`src/rtl/alu_regfile_pkg.sv`:
```
// Shared opcode encodings and default widths for the ALU/register-file block.
package alu_regfile_pkg;

    localparam int DATA_W_DEF = 16;
    localparam int ADDR_W_DEF = 3;

    typedef enum logic [3:0] {
        OP_PASS  = 4'b0000,
        OP_LOADI = 4'b0001,
        OP_ADD   = 4'b0010,
        OP_SUB   = 4'b0011,
        OP_AND   = 4'b0100,
        OP_OR    = 4'b0101,
        OP_XOR   = 4'b0110,
        OP_NOT   = 4'b0111,
        OP_SHL   = 4'b1001,
        OP_SHR   = 4'b1010
    } alu_op_t;

endpackage

```
`src/rtl/alu_core.sv`:
```
// Combinational ALU: result and zero flag from opcode and two operands.
module alu_core
    import alu_regfile_pkg::*;
#(
    parameter int DATA_W = DATA_W_DEF
) (
    input  logic [3:0]        opcode,
    input  logic [DATA_W-1:0] a,
    input  logic [DATA_W-1:0] b,
    output logic [DATA_W-1:0] result,
    output logic              zero
);

    logic [3:0] shamt;

    assign shamt = b[3:0];

    // Undefined opcodes fall through to operand a.
    always_comb begin
        result = a;
        unique case (opcode)
            OP_LOADI: result = b;
            OP_ADD:   result = a + b;
            OP_SUB:   result = a - b;
            OP_AND:   result = a & b;
            OP_OR:    result = a | b;
            OP_XOR:   result = a ^ b;
            OP_NOT:   result = ~a;
            OP_SHL:   result = a << shamt;
            OP_SHR:   result = a >> shamt;
            default:  result = a;
        endcase
    end

    assign zero = (result == '0);

endmodule

```
`src/rtl/alu_regfile.sv`:
```
// Eight-entry register file with two combinational read ports feeding alu_core.
module alu_regfile
    import alu_regfile_pkg::*;
#(
    parameter int DATA_W = DATA_W_DEF,
    parameter int ADDR_W = ADDR_W_DEF
) (
    input  logic              clk,
    input  logic              rst_n,
    input  logic [3:0]        opcode,
    input  logic [ADDR_W-1:0] address_a,
    input  logic [ADDR_W-1:0] address_b,
    input  logic              write_enable,
    input  logic [DATA_W-1:0] write_data,
    output logic [DATA_W-1:0] data_a,
    output logic [DATA_W-1:0] data_b,
    output logic [DATA_W-1:0] alu_result,
    output logic              zero
);

    localparam int NREGS = 1 << ADDR_W;

    logic [DATA_W-1:0] regs [NREGS];

    // Reset clears storage asynchronously, so reads see zero at once.
    always_ff @(posedge clk or negedge rst_n) begin
        if (!rst_n) begin
            for (int i = 0; i < NREGS; i++) begin
                regs[i] <= '0;
            end
        end else if (write_enable) begin
            regs[address_a] <= write_data;
        end
    end

    assign data_a = regs[address_a];
    assign data_b = regs[address_b];

    alu_core #(
        .DATA_W (DATA_W)
    ) u_alu_core (
        .opcode (opcode),
        .a      (data_a),
        .b      (data_b),
        .result (alu_result),
        .zero   (zero)
    );

endmodule

```
`config.mk`:
```
export PLATFORM = sky130hd
export DESIGN_NAME = alu_regfile
export DESIGN_NICKNAME = d
export VERILOG_FILES = /design/src/rtl/alu_regfile_pkg.sv /design/src/rtl/alu_core.sv /design/src/rtl/alu_regfile.sv
export SDC_FILE = /design/constraint.sdc
export NUM_CORES = 1
export LEC_CHECK = 0
export CAP_MARGIN = 20
export CORE_UTILIZATION = 45
export DETAILED_ROUTE_END_ITERATION = 16
export PLACE_DENSITY = 0.73
export SLEW_MARGIN = 20
export SYNTH_ARGS = -nofsm -noshare
export SYNTH_HDL_FRONTEND = slang
export SYNTH_HIERARCHICAL = 1
export SYNTH_SLANG_ARGS = --single-unit
```
`constraint.sdc`:
```
create_clock -name clk -period 12.77 [get_ports clk]
set_input_delay 1.9155 -clock clk [delete_from_list [all_inputs] [get_ports clk]]
set_output_delay 1.9155 -clock clk [all_outputs]
set_load 0.03 [all_outputs]
```
Word level (Yosys, flattened, before mapping) --
Index checks and enable logic that the tools add are counted.
Operators by class: $add $sub $neg 2, magnitude comparators 3, eq/ne operators 9, shifts and indexed selects 2, muxes and demuxes 10, bitwise gates (word level) 6, reduce and logical (&&, ||, !) cells 2
Operators by type and width (number):
- case mux 16 bit (9 select lines) | 1
- bitwise mux 128 bit | 1
- binary-select mux 16 bit (select 3 bit) | 2
- two-way mux 16 bit | 5
- demux 16 bit (select 3 bit) | 1
- adder 16 bit | 1
- AND 16 bit | 1
- equality test 4 x 3 -> 1 bit (second input constant) | 4
- zero test 16 bit | 1
- NOT 16 bit | 1
- OR 16 bit | 1
- << shifter 16 x 4 -> 16 bit | 1
- right shift 16 x 4 -> 16 bit | 1
- subtractor 16 bit | 1
- bitwise XOR 16 bit | 1
- equality test 4 x 2 -> 1 bit (second input constant) | 2
- equality test 4 bit (second input constant) | 2
- greater-or-equal comparator 4 bit (second input constant) | 2
- NOT 3 -> 4 bit | 2
- equality test 4 x 1 -> 1 bit (second input constant) | 1
- < comparator 4 x 1 -> 1 bit (second input constant) | 1
- logical AND 1 bit | 1
Word-level totals: bits in registers 128, input port bits 29, output and inout port bits 49, word-level logic and storage cells 42

Depth between registers and ports, before layout --
depth in word-level cells 7, gate-level depth with buffers 21, depth with buffers taken out 18

By module --
The synthesis kept the hierarchy.
Modules (own cells, without submodules):
- alu_regfile | instances 1, cells each 470, area each 6751.5 um2
- alu_core | instances 1, cells each 608, area each 4319.1 um2

Least setup slack after synthesis --
OpenSTA, ideal clock, no wires.
path kind input to output, from in address_b[0], to out zero, arrival 7.032 ns, required time 10.854 ns, path slack 3.823 ns, cell stages on the path 20, cells stage by stage buf_2 buf_2 mux4_2 mux2_2 inv_1 buf_2 ha_1 nand2_1 or4_1 o21ai_0 xnor2_1 ha_1 o211ai_1 o21ai_0 and3_1 o311ai_0 o211ai_1 nor4_1 nand3_1 nor4_2
On the way: cells in the longest elaborated chain, start to end 7, elaborated cells between the ends (all ways) 13
Ends and longest elaborated chain:
- start: declaration | RTL line alu_regfile.sv:12 | input logic [ADDR_W-1:0] address_b,
- NOT 3 -> 4 bit (implied by the code) (*) | RTL line alu_regfile.sv:37 | assign data_b = regs[address_b];
- binary-select mux 16 bit (select 3 bit) (*) | RTL line alu_regfile.sv:37
- two-way mux 16 bit (implied by the code) (*) (2 in series) | RTL line alu_regfile.sv:37
- net data_b[0] | RTL line alu_regfile.sv:16 | output logic [DATA_W-1:0] data_b,
- subtractor 16 bit (tied with other cells) | RTL line alu_core.sv:24 | OP_SUB: result = a - b;
- case mux 16 bit (9 select lines) (*) | RTL line alu_core.sv:21 | unique case (opcode)
- net alu_result[14] | RTL line alu_regfile.sv:17 | output logic [DATA_W-1:0] alu_result,
- zero test 16 bit (*) | RTL line alu_core.sv:35 | assign zero = (result == '0);
- end: declaration | RTL line alu_regfile.sv:18 | output logic zero
Mark *: on every way through the listed nets, which the timed path passes. The rest lies on a longest branch. The select of a mux whose other input is x is not followed.

Worst setup path after layout --
from in address_b[1], to out zero
On the way: cells in the longest elaborated chain, start to end 7, elaborated cells between the ends (all ways) 13
Ends and longest elaborated chain (RTL line):
- NOT 3 -> 4 bit (implied by the code) (*) | alu_regfile.sv:37
- binary-select mux 16 bit (select 3 bit) (*) | alu_regfile.sv:37
- two-way mux 16 bit (implied by the code) (*) (2 in series) | alu_regfile.sv:37
- subtractor 16 bit (tied with other cells) | alu_core.sv:24
- case mux 16 bit (9 select lines) (*) | alu_core.sv:21
- zero test 16 bit (*) | alu_core.sv:35
Every way passes the cells marked *; elsewhere a longest branch is shown, timed or not. The select of a mux whose other input is x is not followed.

==> run_results.csv <==
group,metric,value,unit
pwr,ir_drop,0.000141,V
placement,place_hpwl,23700,um
layout,stdcell_area,0.0126,sq mm
global_route,grt_max_degree,87,
placement,place_area,0.0120,sq mm
global_route,grt_pass1_wl,55800,um
hold_path,hold_class,"reg -> reg",
clock_tree,cts_buffers,17,
layout,fill_cells,2209,
timing,holdWs,0.513,ns
global_route,met2_usage,0.455,
placement,routabilityCongestion,1.01,
setup_path,critPathRequiredTime,10.85,ns
route,drt_first_pass_iters,5,
yosys,synthFlopType,"dfrtp_1",
run_status,status,"finished, final reports clean",
pwr,total_power,2180,uW
pwr,comb_power_share,0.517,
route,routed_via_density,6.64,
setup_path,crit_fanout,42,
route,via_count,9734,
global_route,first_global_vias,9446,
layout,antenna_cells,0,
timing,setup_viol,0,
pwr,power_switching,895,uW
global_route,grt_usage,0.286,
floorplan,die_w,159,um
pwr,seq_power_share,0.260,
floorplan,die_area,0.0252,sq mm
timing,relSlewSlack,0.242,
clock_tree,clk_path_buf_depth,2,
route,drt_iter0_drc,1164,
layout,drive_above_1_share,0.267,
route,drc_errors,0,
pwr,swShare,0.411,
global_route,antenna_found_initial,0,
floorplan,start_util,0.457,
route,ant_nets,0,
clock_tree,clk_latency,0.42,ns
clock_tree,cts_setup_buffers,0,
yosys,synth_cell_types,92,
yosys,synth_cells,1078,
layout,largest_reg_flops,128,
yosys,synth_area_per_cell,10.3,sq um
floorplan,core,0.0242,sq mm
setup_path,reg2regPathDepth,1,
setup_path,path_class,"in -> out",
timing,tightest_slew,1.13,ns
layout,largest_registers,"regs (128)",
clock_tree,clockRootBuffer,"clkbuf_16",
floorplan,die_h,159,um
timing,finalMaxSlewViolations,0,
yosys,async_flop_share,1.00,
yosys,synth_area,0.0111,sq mm
timing,fin_crit,9.96,ns
clock_tree,clk_pin_slew,0.06,ns
pwr,internal_power,1280,uW
yosys,yosysMostFrequentCell,"mux2_2",
global_route,gr-usage-met3,0.0478,
global_route,grt_use_met1,0.385,
yosys,synth_area_leaders,"dfrtp_1, mux2_2, mux4_2",
timing,grt_setup_unrepaired,"false",
yosys,yosys_register_bits,128,
yosys,synth_top_cell_by_area,"dfrtp_1",
layout,nets,1209,
yosys,ys_top_cells_by_count,"mux2_2, dfrtp_1, nor2_1",
global_route,grt_overflow,0,
timing,max_freq,100,MHz
timing,fin_setup_tns,0,ns
layout,area_growth,14.1,%
layout,regMostFlops,"regs",
setup_path,worst_ep_arrival_time,8.05,ns
timing,hold_viol,0,
clock_tree,h-tree-depth,4,
yosys,syn_nets,1157,
floorplan,io_pins,78,
setup_path,r2r_slack,11.95,ns
yosys,ys_seq_area_frac,0.289,
pwr,p_leak,0.00514,uW
placement,dp.cells,1433,
setup_path,crit_path_end_kind,"primary output",
flow_run,maxCapViolCount,0,
clock_tree,ctsHoldBuffers,0,
timing,finClkSkew,0,ns
hold_path,whs_path_depth,1,
pwr,clockPowerShare,0.224,
floorplan,num_rows,57,
route,wl_per_cell,24.8,um
clock_tree,cts_sinks,128,
yosys,synth_edf_count,0,
layout,stdcell_count,1466,
yosys,synth_top_area_frac,0.289,
clock_tree,cts_tree,"done",
clock_tree,cts_resized,0,
route,routed_wl,36300,um
placement,port_buffers,77,
setup_path,start_kind,"input port",
timing,fin_crit_sh,0.780,
global_route,gr-max-usage-layer,"met2",
pwr,power.density,173,mW/mm^2
yosys,yosysWarningCount,6,
-- per-layer routing --
metal	routed length (um)	up-vias	share of wire
met4	1090	0	0.030
li1	-	4192	-
met3	3400	83	0.094
met1	14700	4811	0.41
met2	17100	648	0.47
met5	0	-	0
-- kinds of logic (layout without fill, tap and decap cells) --
| family | Yosys count | count (layout) | share of synthesized area |
|---|---|---|---|
| buffers and inverters | 127 | 191 | 0.0597 |
| flip-flops | 128 | 128 | 0.289 |
| AO/OA/AOI/OAI | 264 | 264 | 0.155 |
| multiplexers | 271 | 271 | 0.321 |
| AND/OR/NAND/NOR | 218 | 218 | 0.102 |
| XOR/XNOR | 20 | 20 | 0.0158 |
| adder cells (fa/ha/maj) | 50 | 50 | 0.0572 |
-- final timing paths --
path                                 startpoint              endpoint
setup / recovery                   address_b[1]                  zero
hold / removal             regs[28]$_DFFE_PN0P_  regs[28]$_DFFE_PN0P_
setup reg to reg           regs[25]$_DFFE_PN0P_  regs[25]$_DFFE_PN0P_
hold reg to reg            regs[28]$_DFFE_PN0P_  regs[28]$_DFFE_PN0P_
max in group asynchronous                 rst_n  regs[47]$_DFFE_PN0P_
min in group asynchronous                 rst_n  regs[69]$_DFFE_PN0P_
-- placed cells by master, fill, tap and decap left out, types with 6 or more instances in the layout --
| cell type | n |
|---|---|
| mux2_2 | 158 |
| nand2b_1 | 16 |
| a31oi_1 | 16 |
| ha_1 | 49 |
| o211ai_1 | 16 |
| inv_1 | 40 |
| nor2_1 | 65 |
| mux2_1 | 10 |
| clkdlybuf4s50_1 | 73 |
| nor2b_1 | 8 |
| or3_1 | 6 |
| xnor2_1 | 19 |
| nand3_1 | 13 |
| a211oi_1 | 13 |
| mux4_1 | 6 |
| a22oi_1 | 18 |
| nand2_1 | 48 |
| o21ai_0 | 51 |
| nor3_1 | 13 |
| dfrtp_1 | 128 |
| o22ai_1 | 24 |
| o21ai_1 | 12 |
| clkbuf_16 | 17 |
| buf_4 | 35 |
| nor4_1 | 6 |
| a221oi_1 | 6 |
| mux4_2 | 40 |
| mux2i_1 | 52 |
| a21oi_1 | 56 |
-- worst max-delay path: stages --
cell             delay, ns
clkdlybuf4s50_1       0.46
buf_4                 0.41
mux4_2                0.37
mux2_2                0.27
buf_4                 0.28
inv_1                 0.49
ha_1                  0.26
nand2_1               0.08
or4_1                 0.44
o21ai_0               0.22
xnor2_1               0.15
ha_1                  0.31
o211ai_1              0.12
o21ai_0               0.11
and3_1                0.25
o311ai_0              0.32
o211ai_1              0.18
nor4_1                0.30
nand3_1               0.13
nor4_2                0.22
clkdlybuf4s50_1       0.70
-- final cells by class --
cell class                      count  area [sq um]  area share
Inverter                           46           173      0.0137
Timing Repair Buffer              114          1050      0.0828
Clock inverter                     13           165      0.0131
Multi-Input combinational cell    823          7210       0.571
Clock buffer                       18           429      0.0340
Sequential cell                   128          3200       0.254
Tap cell                          324           405      0.0321
-- power by group through the flow --
stage,clock (uW),combinational (uW),sequential (uW)
after floorplan,0,797,545
after global routing,511,1200,576
final,487,1130,566
after global placement,0,1080,560
after CTS,492,1100,563
after detailed placement,0,1090,567
-- stage by stage --
| stage | util | setup slack (ns) |
|---|---|---|
| floorplan | - | 3.82 |
| global placement | 0.495 | 2.94 |
| detailed placement | 0.495 | 2.79 |
| CTS | 0.520 | 2.77 |
| global route | 0.521 | 2.31 |
| finish | 0.521 | 2.81 |
Power figures use the tool's default switching activity.
